`src/rtl/countdown_pkg.sv`:
```
// Shared types, constants and time helpers for the countdown timer.
// Optional alarm blink is selected with COUNTDOWN_ALARM_BLINK_EN.
package countdown_pkg;

    localparam int unsigned TIME_W      = 19;
    localparam int unsigned MAX_CS      = 359999;
    localparam int unsigned CS_PER_MIN  = 6000;
    localparam int unsigned CS_PER_SEC  = 100;
    localparam int unsigned SEC_PER_MIN = 60;
    localparam int unsigned BLINK_TICKS = 50;

    typedef enum logic [1:0] {
        StIdle,
        StRun,
        StPause,
        StExpired
    } state_t;

    typedef struct packed {
        logic [3:0] min_tens;
        logic [3:0] min_units;
        logic [3:0] sec_tens;
        logic [3:0] sec_units;
        logic [3:0] cs_tens;
        logic [3:0] cs_units;
    } digits_t;

    function automatic logic [TIME_W-1:0] preset_cs(logic [5:0] mins, logic [5:0] secs);
        return TIME_W'(32'(mins) * CS_PER_MIN + 32'(secs) * CS_PER_SEC);
    endfunction

    function automatic digits_t split_time(logic [TIME_W-1:0] cs);
        int unsigned total;
        int unsigned mins;
        int unsigned secs;
        int unsigned cents;
        digits_t     d;
        total       = 32'(cs);
        mins        = total / CS_PER_MIN;
        secs        = (total / CS_PER_SEC) % SEC_PER_MIN;
        cents       = total % CS_PER_SEC;
        d.min_tens  = 4'(mins / 10);
        d.min_units = 4'(mins % 10);
        d.sec_tens  = 4'(secs / 10);
        d.sec_units = 4'(secs % 10);
        d.cs_tens   = 4'(cents / 10);
        d.cs_units  = 4'(cents % 10);
        return d;
    endfunction

endpackage

```
`src/rtl/countdown_key_edge.sv`:
```
// Two-flop synchronizer for an active-low key plus a falling-edge press pulse.
module countdown_key_edge (
    input  logic clk,
    input  logic rst,
    input  logic key_n,
    output logic press
);

    logic sync1_q;
    logic sync2_q;
    logic prev_q;

    // Reset to the released level so no press appears right after reset.
    always_ff @(posedge clk or posedge rst) begin
        if (rst) begin
            sync1_q <= 1'b1;
            sync2_q <= 1'b1;
            prev_q  <= 1'b1;
        end else begin
            sync1_q <= key_n;
            sync2_q <= sync1_q;
            prev_q  <= sync2_q;
        end
    end

    always_comb begin
        press = prev_q & ~sync2_q;
    end

endmodule

```
`src/rtl/sevenseg_decimal.sv`:
```
// Decimal digit to active-low seven-segment pattern (bit order gfedcba).
module sevenseg_decimal (
    input  logic [3:0] digit,
    output logic [6:0] seg
);

    always_comb begin
        seg = 7'b1111111;
        case (digit)
            4'd0:    seg = 7'b1000000;
            4'd1:    seg = 7'b1111001;
            4'd2:    seg = 7'b0100100;
            4'd3:    seg = 7'b0110000;
            4'd4:    seg = 7'b0011001;
            4'd5:    seg = 7'b0010010;
            4'd6:    seg = 7'b0000010;
            4'd7:    seg = 7'b1111000;
            4'd8:    seg = 7'b0000000;
            4'd9:    seg = 7'b0010000;
            default: seg = 7'b1111111;
        endcase
    end

endmodule

```
`src/rtl/countdown_timer.sv`:
```
// mm:ss.cc countdown timer with key presets, pause and expiry indication.
// Define COUNTDOWN_ALARM_BLINK_EN to blink the LEDs while expired.
module countdown_timer
    import countdown_pkg::*;
#(
    parameter int unsigned CLK_DIV = 500000
) (
    input  logic       clk,
    input  logic       rst,
    input  logic       key3,
    input  logic       key2,
    input  logic       key1,
    input  logic       key0,
    output logic [6:0] hex5,
    output logic [6:0] hex4,
    output logic [6:0] hex3,
    output logic [6:0] hex2,
    output logic [6:0] hex1,
    output logic [6:0] hex0,
    output logic [9:0] led,
    output logic       expired
);

    localparam int unsigned PRESC_W = $clog2(CLK_DIV);
    localparam logic [PRESC_W-1:0] PRESC_LAST = PRESC_W'(CLK_DIV - 1);

    logic press3_raw, press2_raw, press1_raw, press0_raw;
    logic press3, press2, press1, press0;

    countdown_key_edge u_key3 (.clk(clk), .rst(rst), .key_n(key3), .press(press3_raw));
    countdown_key_edge u_key2 (.clk(clk), .rst(rst), .key_n(key2), .press(press2_raw));
    countdown_key_edge u_key1 (.clk(clk), .rst(rst), .key_n(key1), .press(press1_raw));
    countdown_key_edge u_key0 (.clk(clk), .rst(rst), .key_n(key0), .press(press0_raw));

    // Only the highest-priority press in a cycle survives.
    always_comb begin
        press3 = press3_raw;
        press2 = press2_raw & ~press3_raw;
        press1 = press1_raw & ~press3_raw & ~press2_raw;
        press0 = press0_raw & ~(press3_raw | press2_raw | press1_raw);
    end

    state_t              state_q, state_d;
    logic [TIME_W-1:0]   remaining_q, remaining_d;
    logic [TIME_W-1:0]   preset;
    logic [TIME_W-1:0]   preset_load;
    logic [5:0]          preset_min_q, preset_min_d;
    logic [5:0]          preset_sec_q, preset_sec_d;
    logic [PRESC_W-1:0]  presc_q, presc_d;
    logic                tick;

    always_comb begin
        preset = preset_cs(preset_min_q, preset_sec_q);
        tick   = (presc_q == PRESC_LAST);
    end

    always_comb begin
        state_d      = state_q;
        remaining_d  = remaining_q;
        presc_d      = presc_q;
        preset_min_d = preset_min_q;
        preset_sec_d = preset_sec_q;
        preset_load  = '0;
        case (state_q)
            StIdle: begin
                presc_d = '0;
                if (press3) begin
                    if (preset != '0) begin
                        state_d = StRun;
                    end
                end else if (press1) begin
                    preset_min_d = (preset_min_q == 6'd59) ? 6'd0 : preset_min_q + 6'd1;
                end else if (press0) begin
                    preset_sec_d = (preset_sec_q == 6'd59) ? 6'd0 : preset_sec_q + 6'd1;
                end
                preset_load = preset_cs(preset_min_d, preset_sec_d);
                remaining_d = (preset_load > TIME_W'(MAX_CS)) ? TIME_W'(MAX_CS) : preset_load;
            end
            StRun: begin
                if (press3) begin
                    state_d     = StIdle;
                    remaining_d = preset;
                    presc_d     = '0;
                end else if (press2) begin
                    state_d = StPause;
                end else begin
                    presc_d = tick ? '0 : presc_q + 1'b1;
                    if (tick && remaining_q != '0) begin
                        remaining_d = remaining_q - 1'b1;
                        if (remaining_q == TIME_W'(1)) begin
                            state_d = StExpired;
                        end
                    end
                end
            end
            StPause: begin
                if (press3) begin
                    state_d     = StIdle;
                    remaining_d = preset;
                    presc_d     = '0;
                end else if (press2) begin
                    state_d = StRun;
                end
            end
            StExpired: begin
                if (press3) begin
                    state_d     = StIdle;
                    remaining_d = preset;
                    presc_d     = '0;
                end else begin
                    // Keep ticking so the alarm pattern has a time base.
                    presc_d = tick ? '0 : presc_q + 1'b1;
                end
            end
            default: begin
                state_d = StIdle;
            end
        endcase
    end

    always_ff @(posedge clk or posedge rst) begin
        if (rst) begin
            state_q      <= StIdle;
            remaining_q  <= '0;
            presc_q      <= '0;
            preset_min_q <= '0;
            preset_sec_q <= '0;
        end else begin
            state_q      <= state_d;
            remaining_q  <= remaining_d;
            presc_q      <= presc_d;
            preset_min_q <= preset_min_d;
            preset_sec_q <= preset_sec_d;
        end
    end

`ifdef COUNTDOWN_ALARM_BLINK_EN
    localparam int unsigned BLINK_W = $clog2(BLINK_TICKS);

    logic [BLINK_W-1:0] blink_cnt_q, blink_cnt_d;
    logic               blink_on_q, blink_on_d;

    always_comb begin
        blink_cnt_d = blink_cnt_q;
        blink_on_d  = blink_on_q;
        if (state_q != StExpired) begin
            blink_cnt_d = '0;
            blink_on_d  = 1'b1;
        end else if (tick) begin
            if (blink_cnt_q == BLINK_W'(BLINK_TICKS - 1)) begin
                blink_cnt_d = '0;
                blink_on_d  = ~blink_on_q;
            end else begin
                blink_cnt_d = blink_cnt_q + 1'b1;
            end
        end
    end

    always_ff @(posedge clk or posedge rst) begin
        if (rst) begin
            blink_cnt_q <= '0;
            blink_on_q  <= 1'b1;
        end else begin
            blink_cnt_q <= blink_cnt_d;
            blink_on_q  <= blink_on_d;
        end
    end
`endif

    digits_t    digits;
    logic [6:0] seg5, seg4, seg3, seg2, seg1, seg0;

    always_comb begin
        digits = split_time(remaining_q);
    end

    sevenseg_decimal u_dec5 (.digit(digits.min_tens),  .seg(seg5));
    sevenseg_decimal u_dec4 (.digit(digits.min_units), .seg(seg4));
    sevenseg_decimal u_dec3 (.digit(digits.sec_tens),  .seg(seg3));
    sevenseg_decimal u_dec2 (.digit(digits.sec_units), .seg(seg2));
    sevenseg_decimal u_dec1 (.digit(digits.cs_tens),   .seg(seg1));
    sevenseg_decimal u_dec0 (.digit(digits.cs_units),  .seg(seg0));

    always_ff @(posedge clk or posedge rst) begin
        if (rst) begin
            hex5 <= 7'b1000000;
            hex4 <= 7'b1000000;
            hex3 <= 7'b1000000;
            hex2 <= 7'b1000000;
            hex1 <= 7'b1000000;
            hex0 <= 7'b1000000;
        end else begin
            hex5 <= seg5;
            hex4 <= seg4;
            hex3 <= seg3;
            hex2 <= seg2;
            hex1 <= seg1;
            hex0 <= seg0;
        end
    end

    always_comb begin
        expired = (state_q == StExpired);
        led     = '0;
        case (state_q)
            StRun, StPause: led = 10'b1 << digits.sec_units;
`ifdef COUNTDOWN_ALARM_BLINK_EN
            StExpired:      led = blink_on_q ? 10'h3FF : 10'h000;
`else
            StExpired:      led = 10'h3FF;
`endif
            default:        led = '0;
        endcase
    end

endmodule

```
`config.mk`:
```
export PLATFORM = sky130hd
export DESIGN_NAME = countdown_timer
export DESIGN_NICKNAME = d
export VERILOG_FILES = /design/src/rtl/countdown_pkg.sv /design/src/rtl/countdown_key_edge.sv /design/src/rtl/sevenseg_decimal.sv /design/src/rtl/countdown_timer.sv
export SDC_FILE = /design/constraint.sdc
export NUM_CORES = 1
export LEC_CHECK = 0
export BUFFER_PORTS_ARGS = -buffer_cell sky130_fd_sc_hd__buf_2
export CAP_MARGIN = 20
export CORE_ASPECT_RATIO = 0.8
export CORE_MARGIN = 2
export CORE_UTILIZATION = 35
export CTS_CLUSTER_SIZE = 14
export DETAILED_ROUTE_END_ITERATION = 6
export PLACE_DENSITY = 0.6
export SYNTH_ARGS = -nofsm -noshare
export SYNTH_HDL_FRONTEND = slang
export SYNTH_SLANG_ARGS = --single-unit
```
`constraint.sdc`:
```
create_clock -name clk -period 13.77 [get_ports clk]
set_input_delay 2.0655 -clock clk [delete_from_list [all_inputs] [get_ports clk]]
set_output_delay 2.0655 -clock clk [all_outputs]
set_load 0.05 [all_outputs]
```
==> impl_metrics.ini <==
[outcome]
run_status = finished clean

[sta]
setup_viol = 0
tightest_slew_ps = 859
maxSlewHeadroom_pct = 42.3
fin_ws_ps = 550
period_needed_ps = 13220
finalClockSkew_ps = 11.3
fmax_mhz = 75.6
final-max-slew-violation-count = 0
hold_violations = 0
period_share_pct = 96.0

[critical_path]
end_kind = output pin
crit_required_ps = 11700
startpoint_type = flip-flop
critical_path_arrival_ps = 11150
path_class = reg -> out
cpPeakStageDelay_ps = 580
r2r_slack_ps = 1780
reg2reg_depth = 39
r2r_start = remaining_q[18]
timing.critical_path.slowest_stage_cell = dfrtp_2
worst-path-max-fanout = 27
worstReg2RegEnd = hex4[4]

[detailed_routing]
firstDrtPassIters = 6
wl_mm = 40.2
postRouteAntennaNets = 0
first_iter_violations = 1110
drc = 0
route.vias.total = 14100
vias_per_cell = 5.66
post_drt_wl_per_cell_um = 16.1

[yosys]
synth_cell_types = 121
synth_seq_cells = 106
yosysSeqAreaShare_pct = 17.5
synthFlopType = dfrtp_1
syn_area_um2 = 15200
synth_nets = 2119
synth_edf_count = 0
synth_xor_area_share_pct = 7.03
async_flop_share_pct = 100
synth_cells = 1911
synth_mux_area_share_pct = 2.87
ys_warn_count = 0
synth_compound_gate_area_share_pct = 28.7
synth-adder-area-share_pct = 18.8
synth_simple_gate_area_share_pct = 18.7
synth_top_family_by_area = compound AO/OA/AOI/OAI gates
synth.avg_cell_area_um2 = 7.98

[job]
drv_cap = 0

[cells_and_area]
fin_nets = 2141
final_cell_mix = inv_1, ha_1, nor2_1
antenna_cells = 0
seq_area_um2 = 2690
layout_commonest_cell = inv_1
multi_input_area_um2 = 11700
fin_area_um2 = 16500
drive_gt1_share_pct = 11.8
areaGrowthSynthToFinish_pct = 8.08
fill_cells = 4437

[floorplan]
initial_core_util_pct = 35.4
die_w_um = 237
ios = 59
die_y_um = 191
core_area_um2 = 43100
rows = 68
die_area_um2 = 45300

[hold_path]
min_from = u_key3.sync1_q
whs_endpoint = u_key3.sync2_q
holdPathStages = 0
hold_class = reg -> reg

[global_route]
overflow = 0
grt_pass1_wl_mm = 66.6
grt_usage_pct = 17.7
antenna_found_initial = 0
grt_pass1_vias = 13000
grt_max_degree = 66

[place]
dp_slack_ps = 408
hpwl_mm = 31.8
place.gp.congestion = 0.914
port_buffers = 58
place_area_um2 = 16100

[cts]
cts_buffer_depth = 2
cts_hold_buffers = 0
path_clk_slew_ps = 80
numCtsBuffers = 9
clock_sinks = 106
cts_tree = built
cts_root_buf = clkbuf_16
htree_levels = 3
clk_latency_ps = 370
==> kinds of logic (layout without fill, tap and decap cells) <==
kind of cell / after synthesis / count (layout)
adder cells (fa/ha/maj): 209 / 209
flip-flops: 106 / 106
multiplexers: 40 / 40
AO/OA/AOI/OAI: 616 / 616
XOR/XNOR: 116 / 116
buffers and inverters: 248 / 275
AND/OR/NAND/NOR: 576 / 576
==> registers in the layout (all words and copies together) (netlist names), 2 cells and up <==
name,flops
presc_q,19
hex0,7
preset_min_q,6
preset_sec_q,6
hex5,7
hex2,7
hex1,7
remaining_q,19
hex4,7
hex3,7
state_q,2
==> metal layers <==
metal	vias to the layer above	part of all wire, %	global-route usage [%]
met1	6796	51	26.7
met2	352	43	27.0
met5	-	0	0
met4	0	0.74	2.78
li1	6975	-	-
met3	22	5.2	2.32
==> worst max path at each step <==
stage,startpoint,endpoint,slack [ps],depth (start not counted)
2_1_floorplan,remaining_q[18],led[9],1620,40
3_3_place_gp,remaining_q[17],led[9],720,36
3_5_place_dp,remaining_q[17],led[8],410,36
4_1_cts,remaining_q[17],led[8],60,36
5_1_grt,remaining_q[18],led[9],-8,36
6_report,remaining_q[18],led[8],550,36
==> critical path, delay by kind of cell (launching register included) <==
| kind | cells | cell delay [ps] |
|---|---|---|
| AO/OA/AOI/OAI | 20 | 5240 |
| XOR/XNOR | 3 | 690 |
| adder cells (fa/ha/maj) | 2 | 650 |
| buffers and inverters | 1 | 270 |
| flip-flops | 1 | 580 |
| multiplexers | 1 | 430 |
| AND/OR/NAND/NOR | 9 | 2890 |
==> synthesized netlist by cell type (13+ instances only) <==
master    count  area share, %
mux2i_1      19            1.2
nand3_1      46            1.5
ha_1        167             14
xor2_1       30            1.7
dfstp_2      18            3.1
o211ai_1     14           0.69
nand2b_1     22           0.90
dfrtp_1      88             14
or3_1        18           0.74
a221oi_1     13           0.75
mux2_2       14            1.0
o21ai_0     111            3.6
a21oi_1     151            5.0
o21bai_1     18           0.89
nor2b_1      19           0.78
o21a_1       25            1.2
fa_1         35            4.6
a31oi_1      27            1.1
o21ai_1      15           0.49
nand2_1     145            3.6
xnor2_1      80            4.6
clkbuf_1     36           0.89
and3_1       16           0.66
inv_1       172            4.2
o31ai_1      15           0.74
and2_1       26            1.1
nand4_1      22           0.90
buf_2        19           0.62
a21o_1       35            1.7
a211oi_1     14           0.69
nor3_1       44            1.4
nor2_1      152            3.7
==> what timing repair did <==
item / in CTS / in global routing
buffers inserted: 0 / 5
resized for setup: 1 / 18
setup endpoints to repair: 10 / 10
pin swaps: 0 / 1
==> stage by stage <==
step	util [%]	std cells	hold WS (ps)	TNS, ps
after CTS	38.0	2493	359	0
after detailed placement	37.3	2477	348	0
after floorplan	-	1911	345	0
after global placement	37.3	2477	347	0
final	38.3	2498	359	0
after global routing	38.3	2498	361	-7.78
==> layout make-up <==
type                       instances  share of cell area, %
clock inverter                     7                  0.425
multi-input combinational       1557                   70.8
clock buffer                       9                   1.37
inverter                         181                   4.14
timing repair buffer              78                   2.67
sequential                       106                   16.3
tap                              560                   4.25
Power is left out: the tool's default activity adds up to more than one toggle a clock period on the data nets, which glitch-free logic cannot reach.
